--- config.mk ---
export PLATFORM = sky130hd
export DESIGN_NAME = execute_sequencer_flat
export DESIGN_NICKNAME = d
export VERILOG_FILES = /design/src/rtl/execute_sequencer_if.sv /design/src/rtl/execute_sequencer.sv /design/src/flat_wrapper.sv
export SDC_FILE = /design/constraint.sdc
export NUM_CORES = 1
export LEC_CHECK = 0
export CELL_PAD_IN_SITES_DETAIL_PLACEMENT = 1
export CELL_PAD_IN_SITES_GLOBAL_PLACEMENT = 2
export CORE_ASPECT_RATIO = 1.4
export CORE_MARGIN = 4
export CORE_UTILIZATION = 25
export CTS_CLUSTER_SIZE = 8
export DETAILED_ROUTE_END_ITERATION = 7
export PLACE_DENSITY_LB_ADDON = 0.2
export SYNTH_ARGS = -nofsm -noshare
export SYNTH_HDL_FRONTEND = slang
export SYNTH_SLANG_ARGS = --single-unit
--- constraint.sdc ---
create_clock -name clk -period 5.2 [get_ports clk]
set_clock_uncertainty 0.2 [all_clocks]
set_input_delay 1.04 -clock clk [delete_from_list [all_inputs] [get_ports clk]]
set_output_delay 1.04 -clock clk [all_outputs]
set_load 0.01 [all_outputs]
--- src/rtl/execute_sequencer_if.sv ---
`timescale 1ns/1ps
// Bundle of execute-stage signals between the sequencer and its neighbours
// (decode, ALU, multiplier, divider, memory stage).
//
// Handshakes: a transfer happens on a rising clock edge where valid && ready
// are both high. Valid may not depend on ready, and once raised it holds its
// payload stable until that transfer edge. The in_* pair carries instructions
// from decode; the out_* pair carries results to the memory stage.
interface execute_sequencer_if;
    logic        in_valid;
    logic        in_ready;
    logic [63:0] in_pc;
    logic [1:0]  in_op_class;
    logic        in_branch_taken;
    logic [63:0] in_target;
    logic [63:0] alu_result;
    logic [63:0] mul_result;
    logic        div_start;
    logic        div_done;
    logic [63:0] div_result;
    logic        div_abort;
    logic        flush;
    logic        out_valid;
    logic        out_ready;
    logic [63:0] out_data;
    logic [63:0] out_pc;
    logic        jump_enable;
    logic [63:0] jump_target;
    logic        execute_done;
    logic        timeout_err;

    // Surrounding pipeline and functional units.
    modport master (
        output in_valid, in_pc, in_op_class, in_branch_taken, in_target,
        output alu_result, mul_result, div_done, div_result, flush, out_ready,
        input  in_ready, div_start, div_abort, out_valid, out_data, out_pc,
        input  jump_enable, jump_target, execute_done, timeout_err
    );

    // The execute sequencer.
    modport slave (
        input  in_valid, in_pc, in_op_class, in_branch_taken, in_target,
        input  alu_result, mul_result, div_done, div_result, flush, out_ready,
        output in_ready, div_start, div_abort, out_valid, out_data, out_pc,
        output jump_enable, jump_target, execute_done, timeout_err
    );
endinterface

--- src/rtl/execute_sequencer.sv ---
`timescale 1ns/1ps
// Execute-stage control FSM: accepts one instruction at a time, completes
// ALU/branch ops in one cycle, waits a fixed latency for MUL, runs DIV on the
// iterative divider with a timeout, and holds the result until the memory
// stage takes it.
module execute_sequencer #(
    parameter int MUL_LATENCY = 3,
    parameter int DIV_TIMEOUT = 70
) (
    input  logic                 clk,
    input  logic                 reset,
    execute_sequencer_if.slave   bus,
    output logic [1:0]           state_dbg
);

    typedef enum logic [1:0] {
        IDLE     = 2'd0,
        MUL_WAIT = 2'd1,
        DIV_WAIT = 2'd2,
        HOLD     = 2'd3
    } state_t;

    localparam logic [1:0] OP_ALU = 2'b00;
    localparam logic [1:0] OP_BR  = 2'b01;
    localparam logic [1:0] OP_MUL = 2'b10;

    // One shared counter: MUL latency countdown or DIV timeout count-up.
    localparam int CNT_MAX = (MUL_LATENCY > DIV_TIMEOUT) ? MUL_LATENCY : DIV_TIMEOUT;
    localparam int CW      = $clog2(CNT_MAX + 1);
    localparam logic [CW-1:0] MUL_LOAD  = CW'(MUL_LATENCY - 1);
    localparam logic [CW-1:0] DIV_LIMIT = CW'(DIV_TIMEOUT - 1);

    state_t        state_q;
    state_t        state_d;
    logic [CW-1:0] cnt_q;
    logic          run_q;
    logic [63:0]   out_data_q;
    logic [63:0]   out_pc_q;
    logic          jump_en_q;
    logic [63:0]   jump_target_q;
    logic          timeout_err_q;

    logic          in_ready_c;
    logic          accept;
    logic          out_valid_c;
    logic          execute_done_c;
    logic          div_start_c;
    logic          div_abort_c;
    logic          div_timeout;

    // run_q keeps in_ready low while reset is held and for the first edge
    // after release, so every output reads 0 during reset.
    assign accept      = bus.in_valid && in_ready_c;
    assign div_timeout = (state_q == DIV_WAIT) && !bus.div_done && (cnt_q == DIV_LIMIT);

    // State register.
    always_ff @(posedge clk or negedge reset) begin
        if (!reset) begin
            state_q <= IDLE;
        end else begin
            state_q <= state_d;
        end
    end

    // Next-state logic; flush returns to IDLE from any state.
    always_comb begin
        state_d = state_q;
        if (bus.flush) begin
            state_d = IDLE;
        end else begin
            case (state_q)
                IDLE, HOLD: begin
                    if (accept) begin
                        case (bus.in_op_class)
                            OP_ALU, OP_BR: state_d = HOLD;
                            OP_MUL:        state_d = MUL_WAIT;
                            default:       state_d = DIV_WAIT;
                        endcase
                    end else if (state_q == HOLD && bus.out_ready) begin
                        state_d = IDLE;
                    end
                end
                MUL_WAIT: if (cnt_q == '0) state_d = HOLD;
                DIV_WAIT: if (bus.div_done || cnt_q == DIV_LIMIT) state_d = HOLD;
                default:  state_d = IDLE;
            endcase
        end
    end

    // FSM outputs decoded from the current state.
    always_comb begin
        in_ready_c     = run_q && !bus.flush &&
                         (state_q == IDLE || (state_q == HOLD && bus.out_ready));
        out_valid_c    = (state_q == HOLD);
        execute_done_c = (state_q == HOLD) && bus.out_ready && !bus.flush;
        // cnt_q is 0 only in the first DIV_WAIT cycle since it counts upward.
        div_start_c    = (state_q == DIV_WAIT) && (cnt_q == '0);
        div_abort_c    = (state_q == DIV_WAIT) && (bus.flush || div_timeout);
    end

    // Result/PC capture, counter, jump redirect pulse and sticky timeout flag.
    always_ff @(posedge clk or negedge reset) begin
        if (!reset) begin
            run_q         <= 1'b0;
            cnt_q         <= '0;
            out_data_q    <= '0;
            out_pc_q      <= '0;
            jump_en_q     <= 1'b0;
            jump_target_q <= '0;
            timeout_err_q <= 1'b0;
        end else begin
            run_q     <= 1'b1;
            jump_en_q <= 1'b0;
            if (accept) begin
                out_pc_q <= bus.in_pc;
                case (bus.in_op_class)
                    OP_ALU: out_data_q <= bus.alu_result;
                    OP_BR: begin
                        out_data_q <= bus.in_pc + 64'd4;
                        if (bus.in_branch_taken) begin
                            jump_en_q     <= 1'b1;
                            jump_target_q <= bus.in_target;
                        end
                    end
                    OP_MUL:  cnt_q <= MUL_LOAD;
                    default: cnt_q <= '0;
                endcase
            end else if (!bus.flush && state_q == MUL_WAIT) begin
                if (cnt_q == '0) out_data_q <= bus.mul_result;
                else             cnt_q      <= cnt_q - CW'(1);
            end else if (!bus.flush && state_q == DIV_WAIT) begin
                if (bus.div_done) begin
                    out_data_q <= bus.div_result;
                end else if (cnt_q == DIV_LIMIT) begin
                    out_data_q    <= 64'hFFFF_FFFF_FFFF_FFFF;
                    timeout_err_q <= 1'b1;
                end else begin
                    cnt_q <= cnt_q + CW'(1);
                end
            end
        end
    end

    assign bus.in_ready     = in_ready_c;
    assign bus.out_valid    = out_valid_c;
    assign bus.execute_done = execute_done_c;
    assign bus.div_start    = div_start_c;
    assign bus.div_abort    = div_abort_c;
    assign bus.out_data     = out_data_q;
    assign bus.out_pc       = out_pc_q;
    assign bus.jump_enable  = jump_en_q;
    assign bus.jump_target  = jump_target_q;
    assign bus.timeout_err  = timeout_err_q;
    assign state_dbg        = state_q;

endmodule

--- src/flat_wrapper.sv ---
// flat-port wrapper written by rule: the top's interface ports become plain ports
module execute_sequencer_flat 
#(
    parameter int MUL_LATENCY = 3,
    parameter int DIV_TIMEOUT = 70
)
  (clk, reset, state_dbg, bus_in_valid, bus_in_pc, bus_in_op_class, bus_in_branch_taken, bus_in_target, bus_alu_result, bus_mul_result, bus_div_done, bus_div_result, bus_flush, bus_out_ready, bus_in_ready, bus_div_start, bus_div_abort, bus_out_valid, bus_out_data, bus_out_pc, bus_jump_enable, bus_jump_target, bus_execute_done, bus_timeout_err);
  execute_sequencer_if bus_i ();
  input  logic clk;
  input  logic reset;
  output logic [1:0] state_dbg;
  input wire logic [$bits(bus_i.in_valid)-1:0] bus_in_valid;
  input wire logic [$bits(bus_i.in_pc)-1:0] bus_in_pc;
  input wire logic [$bits(bus_i.in_op_class)-1:0] bus_in_op_class;
  input wire logic [$bits(bus_i.in_branch_taken)-1:0] bus_in_branch_taken;
  input wire logic [$bits(bus_i.in_target)-1:0] bus_in_target;
  input wire logic [$bits(bus_i.alu_result)-1:0] bus_alu_result;
  input wire logic [$bits(bus_i.mul_result)-1:0] bus_mul_result;
  input wire logic [$bits(bus_i.div_done)-1:0] bus_div_done;
  input wire logic [$bits(bus_i.div_result)-1:0] bus_div_result;
  input wire logic [$bits(bus_i.flush)-1:0] bus_flush;
  input wire logic [$bits(bus_i.out_ready)-1:0] bus_out_ready;
  output wire logic [$bits(bus_i.in_ready)-1:0] bus_in_ready;
  output wire logic [$bits(bus_i.div_start)-1:0] bus_div_start;
  output wire logic [$bits(bus_i.div_abort)-1:0] bus_div_abort;
  output wire logic [$bits(bus_i.out_valid)-1:0] bus_out_valid;
  output wire logic [$bits(bus_i.out_data)-1:0] bus_out_data;
  output wire logic [$bits(bus_i.out_pc)-1:0] bus_out_pc;
  output wire logic [$bits(bus_i.jump_enable)-1:0] bus_jump_enable;
  output wire logic [$bits(bus_i.jump_target)-1:0] bus_jump_target;
  output wire logic [$bits(bus_i.execute_done)-1:0] bus_execute_done;
  output wire logic [$bits(bus_i.timeout_err)-1:0] bus_timeout_err;
  assign bus_i.in_valid = bus_in_valid;
  assign bus_i.in_pc = bus_in_pc;
  assign bus_i.in_op_class = bus_in_op_class;
  assign bus_i.in_branch_taken = bus_in_branch_taken;
  assign bus_i.in_target = bus_in_target;
  assign bus_i.alu_result = bus_alu_result;
  assign bus_i.mul_result = bus_mul_result;
  assign bus_i.div_done = bus_div_done;
  assign bus_i.div_result = bus_div_result;
  assign bus_i.flush = bus_flush;
  assign bus_i.out_ready = bus_out_ready;
  assign bus_in_ready = bus_i.in_ready;
  assign bus_div_start = bus_i.div_start;
  assign bus_div_abort = bus_i.div_abort;
  assign bus_out_valid = bus_i.out_valid;
  assign bus_out_data = bus_i.out_data;
  assign bus_out_pc = bus_i.out_pc;
  assign bus_jump_enable = bus_i.jump_enable;
  assign bus_jump_target = bus_i.jump_target;
  assign bus_execute_done = bus_i.execute_done;
  assign bus_timeout_err = bus_i.timeout_err;
  execute_sequencer #(.MUL_LATENCY(MUL_LATENCY), .DIV_TIMEOUT(DIV_TIMEOUT)) u_core (.clk(clk), .reset(reset), .bus(bus_i), .state_dbg(state_dbg));
endmodule
Yosys cells after proc, flatten, opt, wreduce, memory -nomap -nowiden
Index checks and enable logic that the tools add are counted.
- bitwise operators: 3
- reduce and logical (&&, ||, !) cells: 28
- multiplexer cells: 24
- equality and inequality tests: 15
- add/sub/neg operators: 3
- operators with widths (kind ; number):
    $mux W64 ; 6
    $pmux W64 S2 ; 1
    $add A64 B3 Y64 const B ; 1
    $mux W7 ; 6
    $pmux W7 S2 ; 1
    $logic_and A1 B1 Y1 ; 11
    $mux W2 ; 5
    $reduce_and A5 Y1 ; 2
    $ne A3 B2 Y1 const B ; 3
    $add A7 B1 Y7 const B ; 1
    $eq A7 B7 Y1 const B ; 1
    $logic_not A7 Y1 ; 1
    $sub A7 B1 Y7 const B ; 1
    $eq A2 B2 Y1 const B ; 3
    $ne A3 B1 Y1 const B ; 2
    $ne A3 B3 Y1 const B ; 2
    $pmux W2 S3 ; 1
    $reduce_and A3 Y1 ; 2
    $eq A2 B1 Y1 const B ; 2
    $logic_not A2 Y1 ; 2
    $ne A4 B2 Y1 const B ; 1
    $pmux W2 S2 ; 1
    $reduce_and A4 Y1 ; 1
    $reduce_bool A4 Y1 ; 1
    other kinds (7) ; 15
- word-level logic and storage cells: 81
- output and inout bits: 201
- input port bits: 329
- bits in registers: 204

Logic depth before layout (Yosys ltp)
Gate-level depths: netlist (run 1).
- depth in word-level cells: 8
- depth in mapped cells: 11
- gate-level depth less buffers: 11

Worst setup path before layout (run 1)
OpenSTA, ideal clock, no wires.
- kind: in2out
- from: in bus_div_done
- to: out bus_div_abort
- path slack: 2112 ps
- path buffers: 2
- required time: 3960 ps
- data arrival time: 1848 ps
- stages on the path: 4
- cells stage by stage: clkbuf_1 > clkbuf_1 > nor2_1 > o21a_1
- longest elaborated chain between the ends: 5
- RTL lines (item ; RTL line ; RTL):
    start: declaration ; flat_wrapper.sv:19 ; input wire logic [$bits(bus_i.div_done)-1:0] bus_div_done;
    $logic_not A1 Y1 ; execute_sequencer.sv:54 ; assign div_timeout = (state_q == DIV_WAIT) && !bus.div_done && (cnt_q == DIV_LIMIT);
    $logic_and A1 B1 Y1 (2 in a row) ; execute_sequencer.sv:54 ;
    $logic_or A1 B1 Y1 ; execute_sequencer.sv:98 ; div_abort_c = (state_q == DIV_WAIT) && (bus.flush || div_timeout);
    $logic_and A1 B1 Y1 ; execute_sequencer.sv:98 ;
    end: declaration ; flat_wrapper.sv:25 ; output wire logic [$bits(bus_i.div_abort)-1:0] bus_div_abort;
Every way passes these cells.

Worst setup path in the final report (run 1)
- from: in bus_in_pc[12]
- to: reg u_core.out_data_q[39] (netlist: u_core.bus.out_data[39])
- longest elaborated chain between the ends: 3
- RTL lines (item ; RTL line ; RTL):
    start: declaration ; flat_wrapper.sv:13 ; input wire logic [$bits(bus_i.in_pc)-1:0] bus_in_pc;
    $add A64 B3 Y64 ; execute_sequencer.sv:119 ; out_data_q <= bus.in_pc + 64'd4;
    $pmux W64 S2 ; execute_sequencer.sv:116 ; case (bus.in_op_class)
    $mux W64 ; execute_sequencer.sv:114 ; if (accept) begin
    end signal: assignment ; execute_sequencer.sv:117 ; OP_ALU: out_data_q <= bus.alu_result;
    end signal: assignment ; execute_sequencer.sv:119 ;
    end signal: assignment ; execute_sequencer.sv:129 ; if (cnt_q == '0) out_data_q <= bus.mul_result;
    end: declaration ; execute_sequencer.sv:37 ; logic [63:0] out_data_q;
Every way passes these cells.
A chain may end at the register's enable or synchronous reset.

==> flow_summary.json, run 1 <==
{
  "std_cell_rows": 91,
  "max_slew.worst_pin.slew_ps": 865,
  "slew_headroom_pct": 42.1,
  "n_fill_cell": 4997,
  "antenna_found_initial": 11,
  "r2r-start": "u_core.state_dbg[1]$_DFFE_PN0P_",
  "synth_ff_type": "dfrtp_1",
  "sw_frac_of_total_pct": 35.2,
  "critPathMaxFanout": 16,
  "hpwl_um": 45300,
  "core_area_um2": 44100,
  "regArea_um2": 5100,
  "via_per_inst": 4.99,
  "cp_slowest_cell": "nor4_2",
  "finalWeightedCongestion": 0.825,
  "cts_tree": "yes",
  "drv_slew": 0,
  "fin_crit_sh_pct": 72.8,
  "fin_cells": 2330,
  "clk_latency_ps": 550,
  "p_sw_uw": 2760,
  "synth_area_um2": 11100,
  "grt_pass1_vias": 12521,
  "setup_violations": 0,
  "ys_seq_area_share_pct": 45.9,
  "htreeDepth": 1,
  "pin_count": 530,
  "cp.required_ps": 5500,
  "path_class": "input port to flop",
  "port-buffer-count": 529,
  "placed_area_um2": 17100,
  "drc": 0,
  "cts_buffer_depth": 3,
  "grt_max_degree": 137,
  "vias": 11621,
  "fin_setup_tns_ps": 0,
  "utilization_pct": 40.5,
  "min_path_type": "input port to asynchronous set/reset pin",
  "synth_edf_count": 0,
  "final_hold_viol_count": 0,
  "die_y_um": 258,
  "cts_made_buffers": 29,
  "path_cells": "clkdlybuf4s50_1 > nand4_1 > nor4_2 > nand4_2 > or3_1 > a31oi_1 > a221o_1",
  "drv_cap": 0,
  "postSynthCellCount": 1264,
  "p_leak_uw": 0.00743,
  "multi_input_area_um2": 5580,
  "dieArea_um2": 48000,
  "path_clk_slew_ps": 50,
  "fin_ws_ps": 1410,
  "min_period_ps": 3790,
  "wirelength_um": 58300,
  "final_area_um2": 17800,
  "syn2layout_area_growth_pct": 60.4,
  "ys_warn_count": 0,
  "drive_gt1_share_pct": 7.59,
  "power_density_nw_per_um2": 439,
  "postCtsResizedCells": 0,
  "num-nets-final": 2100,
  "crit_arrival_ps": 4080,
  "pwr-share-comb_pct": 44.3,
  "grt_use_total_pct": 23.3,
  "clock_power_share_pct": 21.7,
  "initial_core_util_pct": 25.3,
  "ant_nets": 0,
  "start_kind": "input port",
  "fp.dieW_um": 186,
  "ir_drop_uv": 239,
  "drt-pass1-iter-count": 5,
  "async_flop_share_pct": 100,
  "synth_seq_cells": 204,
  "pre_cts_ws_ps": 813,
  "power_frac_seq_pct": 34.0,
  "critPathMaxStageDelay_ps": 690,
  "cts_root_buf": "clkbuf_16",
  "clock.fmax_mhz": 264,
  "grt_remaining_overflow": 0,
  "avgSynthCellArea_um2": 8.80,
  "placedCellCount": 2291,
  "status": "completed",
  "grt_first_pass_wirelength_um": 85100,
  "synth_nets": 1600,
  "cts_hold_buf": 0,
  "intPower_uw": 5080,
  "cts_sinks": 204,
  "synth.distinct_cells": 63,
  "drt_iter0_markers": 509,
  "wl_per_cell_um": 25.0,
  "post_cts_buffers": 0,
  "cp-startpoint": "bus_in_pc[12]",
  "endpoint_kind": "flop",
  "rsz0062_at_grt": "no"
}
## power by group through the flow
stage / logic, µW / registers, µW / clock network, µW
6_report: 3470 / 2670 / 1700
2_1_floorplan: 991 / 2920 / 0
4_1_cts: 3540 / 2680 / 1770
3_3_place_gp: 3470 / 2660 / 0
5_1_grt: 3720 / 2760 / 1830
3_5_place_dp: 3530 / 2690 / 0
## worst max-delay path: cells and delay by family
family | cells | cell delay, ps
buffers and inverters | 1 | 570
AOI/OAI and AO/OA | 2 | 320
and+or+nand+nor | 4 | 2150
## cell usage after synthesis (25+ instances only)
cell / n / area share [%]
o21ai_0: 90 / 4.0
nor3_1: 25 / 1.1
clkbuf_1: 62 / 2.1
mux2_2: 47 / 4.8
nand3b_1: 38 / 2.6
xnor2_1: 36 / 2.8
a31oi_1: 35 / 2.0
inv_1: 40 / 1.3
nand2_1: 259 / 8.7
nor2_1: 76 / 2.6
nand3_1: 41 / 1.8
dfrtp_1: 204 / 46
a21oi_1: 57 / 2.6
## layer usage
| metal | share of wire [%] | vias up | GRT usage, % |
|---|---|---|---|
| met5 | 0.093 | - | 0 |
| met2 | 52 | 420 | 42.8 |
| li1 | - | 5423 | - |
| met1 | 37 | 5677 | 25.3 |
| met3 | 7.2 | 93 | 6.80 |
| met4 | 3.8 | 8 | 8.71 |
## cell usage in the layout, fill, tap and decap left out, types with 5 or more instances in the layout
| cell | Yosys | routed |
|---|---|---|
| nand4_1 | 18 | 18 |
| o22a_1 | 8 | 8 |
| diode_2 | 0 | 7 |
| nand2_1 | 259 | 258 |
| nor3_2 | 8 | 7 |
| or3_1 | 6 | 6 |
| o21ai_0 | 90 | 90 |
| xor2_1 | 18 | 18 |
| mux2_2 | 47 | 47 |
| o21ai_1 | 17 | 17 |
| ha_1 | 7 | 7 |
| buf_4 | 1 | 24 |
| nand3_1 | 41 | 41 |
| o211ai_1 | 14 | 14 |
| mux2_1 | 17 | 17 |
| clkdlybuf4s50_1 | 0 | 527 |
| xnor2_1 | 36 | 36 |
| a21oi_1 | 57 | 57 |
| nor2_1 | 76 | 73 |
| nor4_1 | 10 | 10 |
| a31oi_1 | 35 | 35 |
| o22ai_1 | 5 | 5 |
| inv_1 | 40 | 40 |
| a222oi_1 | 7 | 7 |
| dfrtp_1 | 204 | 204 |
| a221o_1 | 8 | 8 |
| and3_1 | 13 | 13 |
| nand3b_1 | 38 | 38 |
| nor3_1 | 25 | 25 |
| clkbuf_16 | 0 | 29 |
| a211oi_1 | 5 | 5 |
| a22oi_1 | 7 | 7 |
| a221oi_1 | 5 | 5 |
## per-stage QoR
step                      hold slack (ps)  power (µW)
after floorplan                       289        3920
after global placement                259        6140
after detailed placement              266        6220
after CTS                             279        7980
after global routing                  296        8310
final                                 268        7840
## registers in the layout (all words and copies together) (netlist names)
| register | flops |
|---|---|
| u_core.bus.jump_target | 64 |
| u_core.bus.out_data | 64 |
| u_core.bus.out_pc | 64 |
| u_core.cnt_q | 7 |
| u_core.state_dbg | 2 |
| u_core.bus.jump_enable | 1 |
| u_core.bus.timeout_err | 1 |
| u_core.run_q | 1 |
## area by class of cell
cell class	instances	share of cell area, %
multi-input combinational	933	31.3
timing repair buffer	556	31.1
sequential	204	28.6
clock buffer	32	4.18
tap	558	3.91
inverter	40	0.841
antenna	7	0.0981
## kinds of logic after synthesis
| family | count (synthesis) | share of synthesized area [%] |
|---|---|---|
| AOI/OAI and AO/OA | 292 | 16.2 |
| xor gates and xnor gates | 54 | 4.25 |
| adders and majority gates | 7 | 0.787 |
| buffers and inverters | 127 | 4.49 |
| DFF | 204 | 45.9 |
| muxes | 64 | 6.48 |
| other | 1 | 0.0337 |
| and+or+nand+nor | 515 | 21.9 |
## worst paths after layout
path | end | cells past startpoint | slack [ps]
worst max-delay path | u_core.bus.out_data[39]$_DFFE_PN0P_ | 7 | 1410
worst min-delay path | u_core.bus.out_pc[29]$_DFFE_PN0P_ | 1 | 270
worst max register to register | u_core.bus.out_data[56]$_DFFE_PN0P_ | 10 | 2020
worst min register to register | u_core.bus.out_pc[22]$_DFFE_PN0P_ | 2 | 270
max in group asynchronous | u_core.bus.jump_target[34]$_DFFE_PN0P_ | 2 | 3370
min in group clk | u_core.bus.out_pc[22]$_DFFE_PN0P_ | 2 | 270
No activity file was read; power rests on OpenSTA's default activity.
==> run 2, diff against run 1 <==
--- a/config.mk
+++ b/config.mk
@@ -9,7 +9,7 @@
 export CELL_PAD_IN_SITES_GLOBAL_PLACEMENT = 2
 export CORE_ASPECT_RATIO = 1.4
 export CORE_MARGIN = 4
-export CORE_UTILIZATION = 25
+export CORE_UTILIZATION = 21
 export CTS_CLUSTER_SIZE = 8
 export DETAILED_ROUTE_END_ITERATION = 7
 export PLACE_DENSITY_LB_ADDON = 0.2
==> constraint.sdc (replaced) <==
create_clock -name clk -period 3.4 [get_ports clk]
set_clock_uncertainty 0.2 [all_clocks]
set_input_delay 0.68 -clock clk [delete_from_list [all_inputs] [get_ports clk]]
set_output_delay 0.68 -clock clk [all_outputs]
set_load 0.01 [all_outputs]
==> run 2 against run 1 <==
Via count is 2.5% higher. Register-to-register slack worse by 1600 ps. Combinational power is 58% higher.
==> flow_summary.json, run 2 (same netlist as run 1, synthesis figures left out) <==
{
  "ir_drop_uv": 293,
  "drt_iter0_markers": 499,
  "syn2layout_area_growth_pct": 68.2,
  "port-buffer-count": 529,
  "worstRegToRegCells": 10,
  "htreeDepth": 1,
  "clock.fmax_mhz": 306,
  "pin_count": 530,
  "grt_remaining_overflow": 0,
  "cts_tree": "yes",
  "fin_cells": 2548,
  "wl_per_cell_um": 24.8,
  "path_class": "flop to output pin",
  "fin_crit_sh_pct": 96.2,
  "fp.dieW_um": 203,
  "critPathMaxFanout": 7,
  "drv_cap": 0,
  "grt_use_total_pct": 21.4,
  "drc": 0,
  "path_clk_slew_ps": 60,
  "wirelength_um": 63200,
  "drive_gt1_share_pct": 11.2,
  "regArea_um2": 5100,
  "initial_core_util_pct": 21.3,
  "antenna_found_initial": 7,
  "intPower_uw": 7880,
  "rrSetupSlack_ps": 470,
  "power_density_nw_per_um2": 652,
  "endpoint_kind": "output pin",
  "critPathMaxStageDelay_ps": 540,
  "worstHoldStart": "u_core.bus.timeout_err$_DFFE_PN0P_",
  "slew_headroom_pct": 48.0,
  "multi_input_area_um2": 5600,
  "final_area_um2": 18700,
  "path_cells": "nor4_4 > nand2_1 > nor2_1 > o21a_1 > clkdlybuf4s50_1",
  "drt-pass1-iter-count": 5,
  "cts_root_buf": "clkbuf_16",
  "rsz0062_at_grt": "no",
  "cp_top_family": "simple AND/OR/NAND/NOR gates",
  "p_leak_uw": 0.00782,
  "cp.required_ps": 2520,
  "core_area_um2": 52300,
  "start_kind": "flop",
  "hpwl_um": 50300,
  "r2r-start": "u_core.state_dbg[1]$_DFFE_PN0P_",
  "drv_slew": 0,
  "max_slew.worst_pin.slew_ps": 772,
  "finalWeightedCongestion": 0.827,
  "vias": 11911,
  "cts_made_buffers": 29,
  "cts_sinks": 204,
  "p_sw_uw": 4330,
  "pwr-share-comb_pct": 44.9,
  "clock_power_share_pct": 21.4,
  "grt_pass1_vias": 12889,
  "cp-startpoint": "u_core.cnt_q[3]$_DFFE_PN0P_",
  "via_per_inst": 4.67,
  "min_period_ps": 3270,
  "grt_max_degree": 100,
  "final_common_cell": "clkdlybuf4s50_1",
  "status": "completed",
  "n_fill_cell": 6057,
  "power_frac_seq_pct": 33.7,
  "holdPathEnd": "u_core.bus.timeout_err$_DFFE_PN0P_",
  "final_hold_viol_count": 0,
  "std_cell_rows": 99,
  "placed_area_um2": 17900,
  "dieArea_um2": 56800,
  "cp_slowest_cell": "clkdlybuf4s50_1",
  "sw_frac_of_total_pct": 35.5,
  "whs_ps": 268,
  "layout_common_cells": "clkdlybuf4s50_1 (527), nand2_1 (258), dfrtp_1 (204)",
  "cts_buffer_depth": 3,
  "crit_buf_inv": 1,
  "utilization_pct": 35.8,
  "grt_first_pass_wirelength_um": 91200,
  "placedCellCount": 2511,
  "ant_nets": 0,
  "worst_r2r_endpoint": "u_core.bus.out_data[60]$_DFFE_PN0P_",
  "die_y_um": 280,
  "min_path_cells": 1,
  "power_uw": 12200,
  "clk_latency_ps": 550,
  "setup_violations": 0,
  "min_path_type": "flop to flop",
  "crit_arrival_ps": 2390,
  "num-nets-final": 2172
}
## run 2: cell types whose count changed in the layout (fill, tap and decap cells not counted), sizes merged
cell,before,now
buf,29,100
dlygate4sd3,0,1
diode,7,4
## run 2: metrics by stage
step	worst slack, ps	TNS [ps]
after floorplan	729	0
after global placement	-122	-179
after detailed placement	-96.6	-179
after CTS	12.5	0
after global routing	32.7	0
final	129	0
## run 2: area by class of cell
class,instances,share of cell area (%)
multi-input cells,933,29.9
clock buffers,32,3.99
well taps,707,4.73
inverters,40,0.802
repair buffers,628,33.2
flip-flops and latches,204,27.3
diodes,4,0.0535
## run 2: worst register-to-register path, cell delays in order, from the launching register on
cell	delay [ps]
dfrtp_1	450
inv_1	110
ha_1	300
nand2b_4	110
inv_1	200
a211oi_1	110
nor2_1	300
o21ai_4	120
buf_12	190
a222oi_1	580
o21ai_1	130
## run 2: worst max-delay path by stage
stage	depth (start not counted)	slack (ps)	end
2_1_floorplan	9	730	u_core.bus.out_data[43]$_DFFE_PN0P_
6_report	5	130	bus_div_abort
3_3_place_gp	9	-120	u_core.bus.out_data[60]$_DFFE_PN0P_
4_1_cts	5	10	bus_div_abort
3_5_place_dp	9	-100	u_core.bus.out_data[60]$_DFFE_PN0P_
5_1_grt	5	30	bus_div_abort
## run 2: layer usage
layer	up-vias	global-route usage, %	routed length [µm]
li1	5564	-	-
met1	5844	23.3	23600
met2	433	40.7	33500
met3	64	6.23	4810
met4	6	5.03	1280
met5	-	0	40
## run 2: repair_timing
item | CTS | global route
setup buffers | 0 | 0
gates resized for setup | 0 | 1
endpoints found under the hold margin | 51 | 0
endpoints found under the setup margin | 0 | 1
hold buffers | 1 | 0
## run 2: power by group through the flow
stage               registers [µW]  clock network [µW]  logic [µW]
detailed placement            4150                   0        5570
global placement              4130                   0        5520
global route                  4240                2800        5910
CTS                           4130                2730        5590
floorplan                     4470                   0        1520
finish                        4120                2610        5480
